<file path="src/rtl/id_ex_operand_stage_pkg.sv">
`default_nettype none
// ============================================================================
// Module   : id_ex_operand_stage_pkg
// Purpose  : Shared widths, the execute-control bundle type and register
//            constants for the decode/execute operand stage.
// Revision : 1.0 - initial release
// ============================================================================
package id_ex_operand_stage_pkg;

    localparam int REG_IDX_W = 5;
    localparam int DATA_W    = 32;
    localparam int CTRL_W    = 16;

    // Opaque control bundle handed to execute without interpretation
    typedef logic [CTRL_W-1:0] ctrl_t;

    // Architectural zero register: always reads as zero, never a hazard source
    localparam logic [REG_IDX_W-1:0] REG_ZERO = 5'd0;

    // A source only participates in forwarding/hazards if it is read and nonzero
    function automatic logic src_live(input logic [REG_IDX_W-1:0] idx, input logic used);
        return used && (idx != REG_ZERO);
    endfunction

endpackage : id_ex_operand_stage_pkg
`default_nettype wire

</file>
<file path="src/rtl/id_ex_operand_stage_fwd.sv">
`default_nettype none
// ============================================================================
// Module   : operand_fwd
// Purpose  : Resolves one source operand (zero reg, MEM forward, WB forward,
//            register file) and flags when that operand is not yet available.
// Revision : 1.0 - initial release
// ============================================================================
module operand_fwd
    import id_ex_operand_stage_pkg::*;
#(
    parameter int DATA_W = id_ex_operand_stage_pkg::DATA_W
) (
    input  logic [REG_IDX_W-1:0] src_idx_i,
    input  logic                 src_used_i,
    input  logic [DATA_W-1:0]    rf_rdata_i,
    input  logic                 ex_valid_i,
    input  logic                 ex_reg_write_i,
    input  logic [REG_IDX_W-1:0] ex_dest_i,
    input  logic                 mem_reg_write_i,
    input  logic                 mem_mem_read_i,
    input  logic [REG_IDX_W-1:0] mem_waddr_i,
    input  logic [DATA_W-1:0]    mem_wdata_i,
    input  logic                 wb_reg_write_i,
    input  logic [REG_IDX_W-1:0] wb_waddr_i,
    input  logic [DATA_W-1:0]    wb_wdata_i,
    output logic [DATA_W-1:0]    value_o,
    output logic                 hazard_o
);

    logic w_is_zero;
    logic w_mem_hit;
    logic w_wb_hit;
    logic w_live;

    assign w_is_zero = (src_idx_i == REG_ZERO);
    // A load in MEM has no data yet, so it never forwards; it stalls instead
    assign w_mem_hit = mem_reg_write_i && !mem_mem_read_i && (mem_waddr_i == src_idx_i);
    // WB write lands in the register file only at the edge, so bypass it now
    assign w_wb_hit  = wb_reg_write_i && (wb_waddr_i == src_idx_i);
    assign w_live    = src_live(src_idx_i, src_used_i);

    // Priority select: zero register, youngest producer (MEM), then WB, then RF
    always_comb begin
        value_o = rf_rdata_i;
        if (w_is_zero) begin
            value_o = '0;
        end else if (w_mem_hit) begin
            value_o = mem_wdata_i;
        end else if (w_wb_hit) begin
            value_o = wb_wdata_i;
        end
    end

    // Producer still in EX (any kind) or a load in MEM: value not available yet
    always_comb begin
        hazard_o = 1'b0;
        if (w_live) begin
            hazard_o = (ex_valid_i && ex_reg_write_i && (ex_dest_i == src_idx_i)) ||
                       (mem_reg_write_i && mem_mem_read_i && (mem_waddr_i == src_idx_i));
        end
    end

endmodule : operand_fwd
`default_nettype wire

</file>
<file path="src/rtl/id_ex_operand_stage.sv">
`default_nettype none
// ============================================================================
// Module   : id_ex_operand_stage
// Purpose  : Drives register-file reads, forwards MEM/WB results, stalls
//            decode on unresolved RAW hazards and holds the ID/EX register
//            with valid/ready handshakes and flush.
// Revision : 1.0 - initial release
// ============================================================================
module id_ex_operand_stage
    import id_ex_operand_stage_pkg::*;
#(
    parameter int CTRL_W = id_ex_operand_stage_pkg::CTRL_W,
    parameter int DATA_W = id_ex_operand_stage_pkg::DATA_W
) (
    input  logic                 clk,
    input  logic                 rstn,
    input  logic                 id_valid,
    output logic                 id_ready,
    input  logic [REG_IDX_W-1:0] id_rs,
    input  logic [REG_IDX_W-1:0] id_rt,
    input  logic                 id_rs_used,
    input  logic                 id_rt_used,
    input  logic [REG_IDX_W-1:0] id_dest,
    input  logic                 id_reg_write,
    input  logic                 id_mem_read,
    input  logic [DATA_W-1:0]    id_imm,
    input  logic [CTRL_W-1:0]    id_ctrl,
    output logic [REG_IDX_W-1:0] rf_raddr1,
    output logic [REG_IDX_W-1:0] rf_raddr2,
    input  logic [DATA_W-1:0]    rf_rdata1,
    input  logic [DATA_W-1:0]    rf_rdata2,
    input  logic                 mem_reg_write,
    input  logic                 mem_mem_read,
    input  logic [REG_IDX_W-1:0] mem_waddr,
    input  logic [DATA_W-1:0]    mem_wdata,
    input  logic                 wb_reg_write,
    input  logic [REG_IDX_W-1:0] wb_waddr,
    input  logic [DATA_W-1:0]    wb_wdata,
    input  logic                 ex_ready,
    input  logic                 flush,
    output logic                 ex_valid,
    output logic [DATA_W-1:0]    ex_rs_val,
    output logic [DATA_W-1:0]    ex_rt_val,
    output logic [DATA_W-1:0]    ex_imm,
    output logic [REG_IDX_W-1:0] ex_dest,
    output logic                 ex_reg_write,
    output logic                 ex_mem_read,
    output logic [CTRL_W-1:0]    ex_ctrl
);

    logic                 ex_valid_q;
    logic [DATA_W-1:0]    ex_rs_val_q,  ex_rs_val_d;
    logic [DATA_W-1:0]    ex_rt_val_q,  ex_rt_val_d;
    logic [DATA_W-1:0]    ex_imm_q;
    logic [REG_IDX_W-1:0] ex_dest_q;
    logic                 ex_reg_write_q;
    logic                 ex_mem_read_q;
    logic [CTRL_W-1:0]    ex_ctrl_q;
    logic                 ex_valid_d;

    logic w_haz_rs;
    logic w_haz_rt;
    logic w_hazard;
    logic w_advance;

    assign rf_raddr1 = id_rs;
    assign rf_raddr2 = id_rt;

    operand_fwd #(.DATA_W(DATA_W)) u_fwd_rs (
        .src_idx_i       (id_rs),
        .src_used_i      (id_rs_used),
        .rf_rdata_i      (rf_rdata1),
        .ex_valid_i      (ex_valid_q),
        .ex_reg_write_i  (ex_reg_write_q),
        .ex_dest_i       (ex_dest_q),
        .mem_reg_write_i (mem_reg_write),
        .mem_mem_read_i  (mem_mem_read),
        .mem_waddr_i     (mem_waddr),
        .mem_wdata_i     (mem_wdata),
        .wb_reg_write_i  (wb_reg_write),
        .wb_waddr_i      (wb_waddr),
        .wb_wdata_i      (wb_wdata),
        .value_o         (ex_rs_val_d),
        .hazard_o        (w_haz_rs)
    );

    operand_fwd #(.DATA_W(DATA_W)) u_fwd_rt (
        .src_idx_i       (id_rt),
        .src_used_i      (id_rt_used),
        .rf_rdata_i      (rf_rdata2),
        .ex_valid_i      (ex_valid_q),
        .ex_reg_write_i  (ex_reg_write_q),
        .ex_dest_i       (ex_dest_q),
        .mem_reg_write_i (mem_reg_write),
        .mem_mem_read_i  (mem_mem_read),
        .mem_waddr_i     (mem_waddr),
        .mem_wdata_i     (mem_wdata),
        .wb_reg_write_i  (wb_reg_write),
        .wb_waddr_i      (wb_waddr),
        .wb_wdata_i      (wb_wdata),
        .value_o         (ex_rt_val_d),
        .hazard_o        (w_haz_rt)
    );

    assign w_hazard  = w_haz_rs || w_haz_rt;
    // The ID/EX slot can take something new when it is empty or being drained
    assign w_advance = !ex_valid_q || ex_ready;
    assign id_ready  = w_advance && !w_hazard && !flush;

    // Next valid: flush kills, a hazard inserts a bubble, otherwise follow decode
    always_comb begin
        ex_valid_d = ex_valid_q;
        if (flush) begin
            ex_valid_d = 1'b0;
        end else if (w_advance) begin
            ex_valid_d = id_valid && !w_hazard;
        end
    end

    // Valid bit: cleared asynchronously so nothing in flight survives reset
    always_ff @(posedge clk or negedge rstn) begin
        if (!rstn) begin
            ex_valid_q <= 1'b0;
        end else begin
            ex_valid_q <= ex_valid_d;
        end
    end

    // Payload loads on every advance; it is qualified downstream by ex_valid
    always_ff @(posedge clk or negedge rstn) begin
        if (!rstn) begin
            ex_rs_val_q    <= '0;
            ex_rt_val_q    <= '0;
            ex_imm_q       <= '0;
            ex_dest_q      <= '0;
            ex_reg_write_q <= 1'b0;
            ex_mem_read_q  <= 1'b0;
            ex_ctrl_q      <= '0;
        end else if (w_advance && !flush) begin
            ex_rs_val_q    <= ex_rs_val_d;
            ex_rt_val_q    <= ex_rt_val_d;
            ex_imm_q       <= id_imm;
            ex_dest_q      <= id_dest;
            ex_reg_write_q <= id_reg_write;
            ex_mem_read_q  <= id_mem_read;
            ex_ctrl_q      <= id_ctrl;
        end
    end

    assign ex_valid     = ex_valid_q;
    assign ex_rs_val    = ex_rs_val_q;
    assign ex_rt_val    = ex_rt_val_q;
    assign ex_imm       = ex_imm_q;
    assign ex_dest      = ex_dest_q;
    assign ex_reg_write = ex_reg_write_q;
    assign ex_mem_read  = ex_mem_read_q;
    assign ex_ctrl      = ex_ctrl_q;

endmodule : id_ex_operand_stage
`default_nettype wire

</file>
<file path="config.mk">
export PLATFORM = sky130hd
export DESIGN_NAME = id_ex_operand_stage
export DESIGN_NICKNAME = d
export VERILOG_FILES = /design/src/rtl/id_ex_operand_stage_pkg.sv /design/src/rtl/id_ex_operand_stage_fwd.sv /design/src/rtl/id_ex_operand_stage.sv
export SDC_FILE = /design/constraint.sdc
export NUM_CORES = 1
export LEC_CHECK = 0
export ABC_AREA = 1
export CAP_MARGIN = 20
export CORE_AREA = 3 3 131 133
export CTS_CLUSTER_SIZE = 12
export DETAILED_ROUTE_END_ITERATION = 10
export DIE_AREA = 0 0 134 136
export PLACE_DENSITY = 0.86
export SKIP_CTS_REPAIR_TIMING = 1
export SLEW_MARGIN = 15
export SYNTH_ARGS = -nofsm -noshare
export SYNTH_HDL_FRONTEND = slang
export SYNTH_SLANG_ARGS = --single-unit
</file>
<file path="constraint.sdc">
create_clock -name clk -period 3.5 [get_ports clk]
set_input_delay 0.35 -clock clk [delete_from_list [all_inputs] [get_ports clk]]
set_output_delay 0.35 -clock clk [all_outputs]
set_load 0.01 [all_outputs]
</file>
## Word level (Yosys, flattened, before mapping)

Index checks and enable logic that the tools add are counted.
W data, S select, Z words.

| storage, ports and cells | value |
|---|---|
| register bits | 120 |
| latch bits | 0 |
| RAM bits | 0 |
| ROM bits | 0 |
| bits of input ports | 213 |
| output and inout bits | 131 |
| word-level logic and storage cells | 54 |
| memories | 0 |

| operators by class | value |
|---|---|
| add/sub/neg operators | 0 |
| $mul | 0 |
| divide/modulo/power cells | 0 |
| magnitude comparators | 0 |
| equality and inequality tests | 6 |
| shift operators | 0 |
| multiplexer cells | 10 |
| bitwise operators | 0 |
| reductions and logical operators | 30 |

Operators by type and width:

| cell | count |
|---|---|
| $mux W32 | 6 |
| $eq A5 B5 Y1 | 6 |
| $logic_and A1 B1 Y1 | 17 |
| $logic_not A5 Y1 | 2 |
| $reduce_bool A5 Y1 | 2 |
| $logic_not A1 Y1 | 4 |
| $logic_or A1 B1 Y1 | 4 |
| $mux W1 | 4 |
| $reduce_bool A2 Y1 | 1 |

## Depth between registers and ports, before layout

| depth | value |
|---|---|
| depth after elaboration | 9 |
| mapped depth | 11 |
| gate-level depth less buffers | 9 |

## Modules after synthesis

Synthesis repeated with hierarchy kept, for this count alone.

| second synthesis, totals | value |
|---|---|
| cell total of the unflattened synthesis | 1254 |
| area total of the unflattened synthesis | 8017.7 µm² |

By module, submodules not included:

| module | times used | cells each | area an instance (µm²) |
|---|---|---|---|
| id_ex_operand_stage | 1 | 536 | 4817.1 |
| operand_fwd | 2 | 359 | 1600.3 |

## Worst setup path after synthesis

Ideal clock, no wire load.

| timing path | value |
|---|---|
| kind | register to output |
| from | register ex_valid_q (netlist: ex_valid) |
| to | output port id_ready |
| arrival | 1.244 ns |
| data required time | 3.150 ns |
| setup slack | 1.906 ns |
| stages on the path, launching flop included | 6 |
| cells stage by stage | dfrtp_1 nand2_1 inv_1 nor2_2 clkbuf_1 and3_1 |

| between the ends | value |
|---|---|
| cells in the longest elaborated chain, start to end | 8 |
| elaborated cells between the ends (all ways) | 13 |
| classes of those cells | 2 x mux; 11 x reduce/logical |

Ends and longest elaborated chain:

| element | line | RTL |
|---|---|---|
| start: declaration | id_ex_operand_stage.sv:51 | `logic ex_valid_q;` |
| start signal: assignment | id_ex_operand_stage.sv:125 | `ex_valid_q <= ex_valid_d;` |
| $logic_and A1 B1 Y1 (2 in series) | id_ex_operand_stage_fwd.sv:58 | `hazard_o = (ex_valid_i && ex_reg_write_i && (ex_dest_i == src_idx_i)) \|\|` |
| $logic_or A1 B1 Y1 | id_ex_operand_stage_fwd.sv:58 |  |
| $mux W1 | id_ex_operand_stage_fwd.sv:57 | `if (w_live) begin` |
| $logic_or A1 B1 Y1 | id_ex_operand_stage.sv:105 | `assign w_hazard = w_haz_rs \|\| w_haz_rt;` |
| $logic_not A1 Y1 | id_ex_operand_stage.sv:108 | `assign id_ready = w_advance && !w_hazard && !flush;` |
| $logic_and A1 B1 Y1 * (2 in series) | id_ex_operand_stage.sv:108 |  |
| end: declaration | id_ex_operand_stage.sv:18 | `output logic id_ready,` |

Every way passes the cells marked *; elsewhere a longest branch is shown, timed or not.

## Worst setup path after layout

| timing path | value |
|---|---|
| from | input port id_rs[3] |
| to | register ex_rs_val_q[30] (netlist: ex_rs_val[30]) |

| between the ends | value |
|---|---|
| cells in the longest elaborated chain, start to end | 5 |
| elaborated cells between the ends (all ways) | 8 |
| classes of those cells | 2 x eq/ne; 3 x mux; 3 x reduce/logical |

Ends and longest elaborated chain:

| element | line | RTL |
|---|---|---|
| start: declaration | id_ex_operand_stage.sv:19 | `input logic [REG_IDX_W-1:0] id_rs,` |
| $eq A5 B5 Y1 | id_ex_operand_stage_fwd.sv:39 | `assign w_wb_hit = wb_reg_write_i && (wb_waddr_i == src_idx_i);` |
| $logic_and A1 B1 Y1 | id_ex_operand_stage_fwd.sv:39 |  |
| $mux W32 | id_ex_operand_stage_fwd.sv:49 | `end else if (w_wb_hit) begin` |
| $mux W32 | id_ex_operand_stage_fwd.sv:47 | `end else if (w_mem_hit) begin` |
| $mux W32 * | id_ex_operand_stage_fwd.sv:45 | `if (w_is_zero) begin` |
| end signal: assignment | id_ex_operand_stage.sv:140 | `ex_rs_val_q <= ex_rs_val_d;` |
| end: declaration | id_ex_operand_stage.sv:52 | `logic [DATA_W-1:0] ex_rs_val_q, ex_rs_val_d;` |

Marked as above.
A chain may end at the register's enable or synchronous reset.

==> metrics.txt <==
Hold EP=ex_imm[18]; unrepaired setup endpoints after global routing=false; post-route non-filler standard cell count=1509; Crit path max-delay family=simple AND/OR/NAND/NOR gates; Clock Skew=0.00882 ns; n_diodes=0; met1 Usage GRT=0.363; core region area=0.0159 mm²; clock tree buffer depth=2; IO Pins=344; Initial Util=0.454; root buf cell=clkbuf_16; Iteration-0 DRC Markers=870; met2 global-route usage=0.514; first-pass GRT wire length=44.1 mm; total grt overflow=0; CP endpoint kind=flop; Worst-Margin Slew=1.06 ns; TritonCTS buffer count=17; Yosys top cell area share=0.415; CP peak stage delay=0.90 ns; largest net degree at the start of global routing=76; final setup fails=0; Final Wtd Congestion=0.955; via count=8247; DRC=0; CTS tree=done; #FFs+latches synth=120; Net Count, Synth=1192; Hold Slack=0.470 ns; Pwr Density=420 mW/mm²; synth warn=0; Die Y=136 µm; GRT Total Usage=0.307; Slew headroom=0.294; Area Growth Syn to Fin=55.7%; Post-Syn Instances=979; row cnt=46; Unique masters post-synth=25; Max Fanout on Critical Path=33; Clock transition at path regs=0.06 ns; Hold Path Class=reg -> reg; final wirelength=28.4 mm; Arr. time, crit path=3.44 ns; most frequent CP cell=nand2_1; max-slew violations=0; asr flop ratio synth=1.00; worst vdd ir=0.294 mV; Post-Syn Area=0.00723 mm²; Register-to-Register Path Depth=8; cell taking the most area after synthesis=dfrtp_1; Via density=5.47; filler cell count=1283; hold_sp=ex_imm[18]; nets=1493; r2r setup slk=1.69 ns; Die Area=0.0182 mm²; sequential share of the synthesized area=0.415; layout cell share with drive strength beyond 1=0.101; worst path bufs/invs=1; clk sinks=120; syn avg cell area=7.39 µm²; status=completed; GRT Max-Usage Layer=met2; worst reg2reg endpoint=ex_rt_val[13]; TNS Setup=0 ns; M3 GR Usage=0.0947; input/output buffers=343; critical-path cell list=clkdlybuf4s50_1, nand2_1, a21oi_4, nand3_2, nand2_1, nand3_2, nand3_1, nand2_1; critical-path cell with the highest stage delay=nand3_2; Final ANT Viol Nets=0; post-DP HPWL=19.9 mm; Max Cap Viol=0; fmax=0.318 GHz; worst path required time=3.80 ns; Worst Path Class, Setup=in -> reg; H-Tree Depth=4; mean routed wirelength per cell=18.8 µm; total power=4.73 mW; Leakage=5.52 nW; vias in the first global route=8225; synth cell count leaders=396 x nand2_1, 136 x nand3_1, 120 x dfrtp_1, 67 x nand4_1, 62 x nand3_2; initial antenna violation count=0; Period minus WS final=3.15 ns; Worst-Skew Late Latency=0.41 ns; Synth area leaders=dfrtp_1 42%, nand2_1 21%, nand3_1 9.4%; Hold Path Depth=2; Reg-to-Reg Start=ex_valid; final hold vios=0; most common cell in the synthesized netlist=nand2_1; Post-synth EDFFs=0; Die Span X=134 µm; CP startpoint kind=input port; Tcrit/Tclk final=0.899; drt pass-1 iters=7; number of placed cells counting well taps=1476; Main synth FF type=dfrtp_1
[state kept, by name, indices dropped and copies added, names as in the netlist]
name / cells
ex_rs_val: 32
ex_valid: 1
ex_reg_write: 1
ex_dest: 5
ex_ctrl: 16
ex_imm: 32
ex_mem_read: 1
ex_rt_val: 32
[how the worst max path moves through the flow]
stage,depth (start not counted),from,slack (ns),endpoint
after floorplan,5,ex_valid,1.91,id_ready
after global placement,9,id_rs[3],0.16,ex_rs_val[3]
after detailed placement,8,id_rs[3],0.09,ex_rs_val[2]
after CTS,8,id_rs[3],0.45,ex_rs_val[30]
after global routing,9,id_rs[3],0.24,ex_rs_val[30]
final,8,id_rs[3],0.35,ex_rs_val[30]
[cells by family after synthesis]
logic type / count (synthesis) / synth area share
AOI/OAI and AO/OA: 19 / 0.0149
xor gates and xnor gates: 5 / 0.00606
buffers and inverters: 144 / 0.0955
DFF: 120 / 0.415
and+or+nand+nor: 691 / 0.468
[report_power, final]
group / total [mW] / internal [mW] / switching [mW]
clock network: 1.76 / 1.06 / 0.692
logic: 1.30 / 0.673 / 0.628
registers: 1.68 / 1.56 / 0.117
[layer usage]
| metal | vias up | wire, µm |
|---|---|---|
| met5 | - | 0 |
| met1 | 3833 | 10100 |
| met3 | 90 | 3280 |
| met2 | 537 | 13700 |
| met4 | 0 | 1290 |
| li1 | 3787 | - |
[cell usage in the layout (no fill, tap or decap), drive strengths merged]
cell type	n
nand3	198
nor2	21
inv	70
nand4	67
nand2	398
clkdlybuf4s50	342
a21oi	3
xnor2	2
clkbuf	17
and3	3
xor2	3
clkinv	4
o22ai	4
buf	18
dlygate4sd3	1
clkinvlp	4
nor3	4
o21ai	12
dfrtp	120
bufinv	2
[worst min-delay path, delay by kind of cell (launching register included)]
family | cells | cell delay, ns
simple gates | 2 | 0.11
flops | 1 | 0.34
[metrics by stage]
| stage | cell area [µm²] | setup WS, ns | utilization |
|---|---|---|---|
| finish | 11300 | 0.353 | 0.706 |
| global route | 11300 | 0.237 | 0.706 |
| CTS | 11300 | 0.450 | 0.706 |
| detailed placement | 10700 | 0.0902 | 0.669 |
| global placement | 10700 | 0.163 | 0.669 |
| floorplan | 7230 | 1.91 | - |
[area by class of cell]
| type | count | area [µm²] | area share |
|---|---|---|---|
| Timing Repair Buffer | 361 | 3590 | 0.319 |
| Multi-Input combinational cell | 715 | 3560 | 0.316 |
| Sequential cell | 120 | 3000 | 0.267 |
| Clock buffer | 17 | 425 | 0.0378 |
| Tap cell | 216 | 270 | 0.0240 |
| Inverter | 65 | 245 | 0.0218 |
| Clock inverter | 15 | 168 | 0.0149 |
Note: power is estimated with default switching activity, not from simulation.
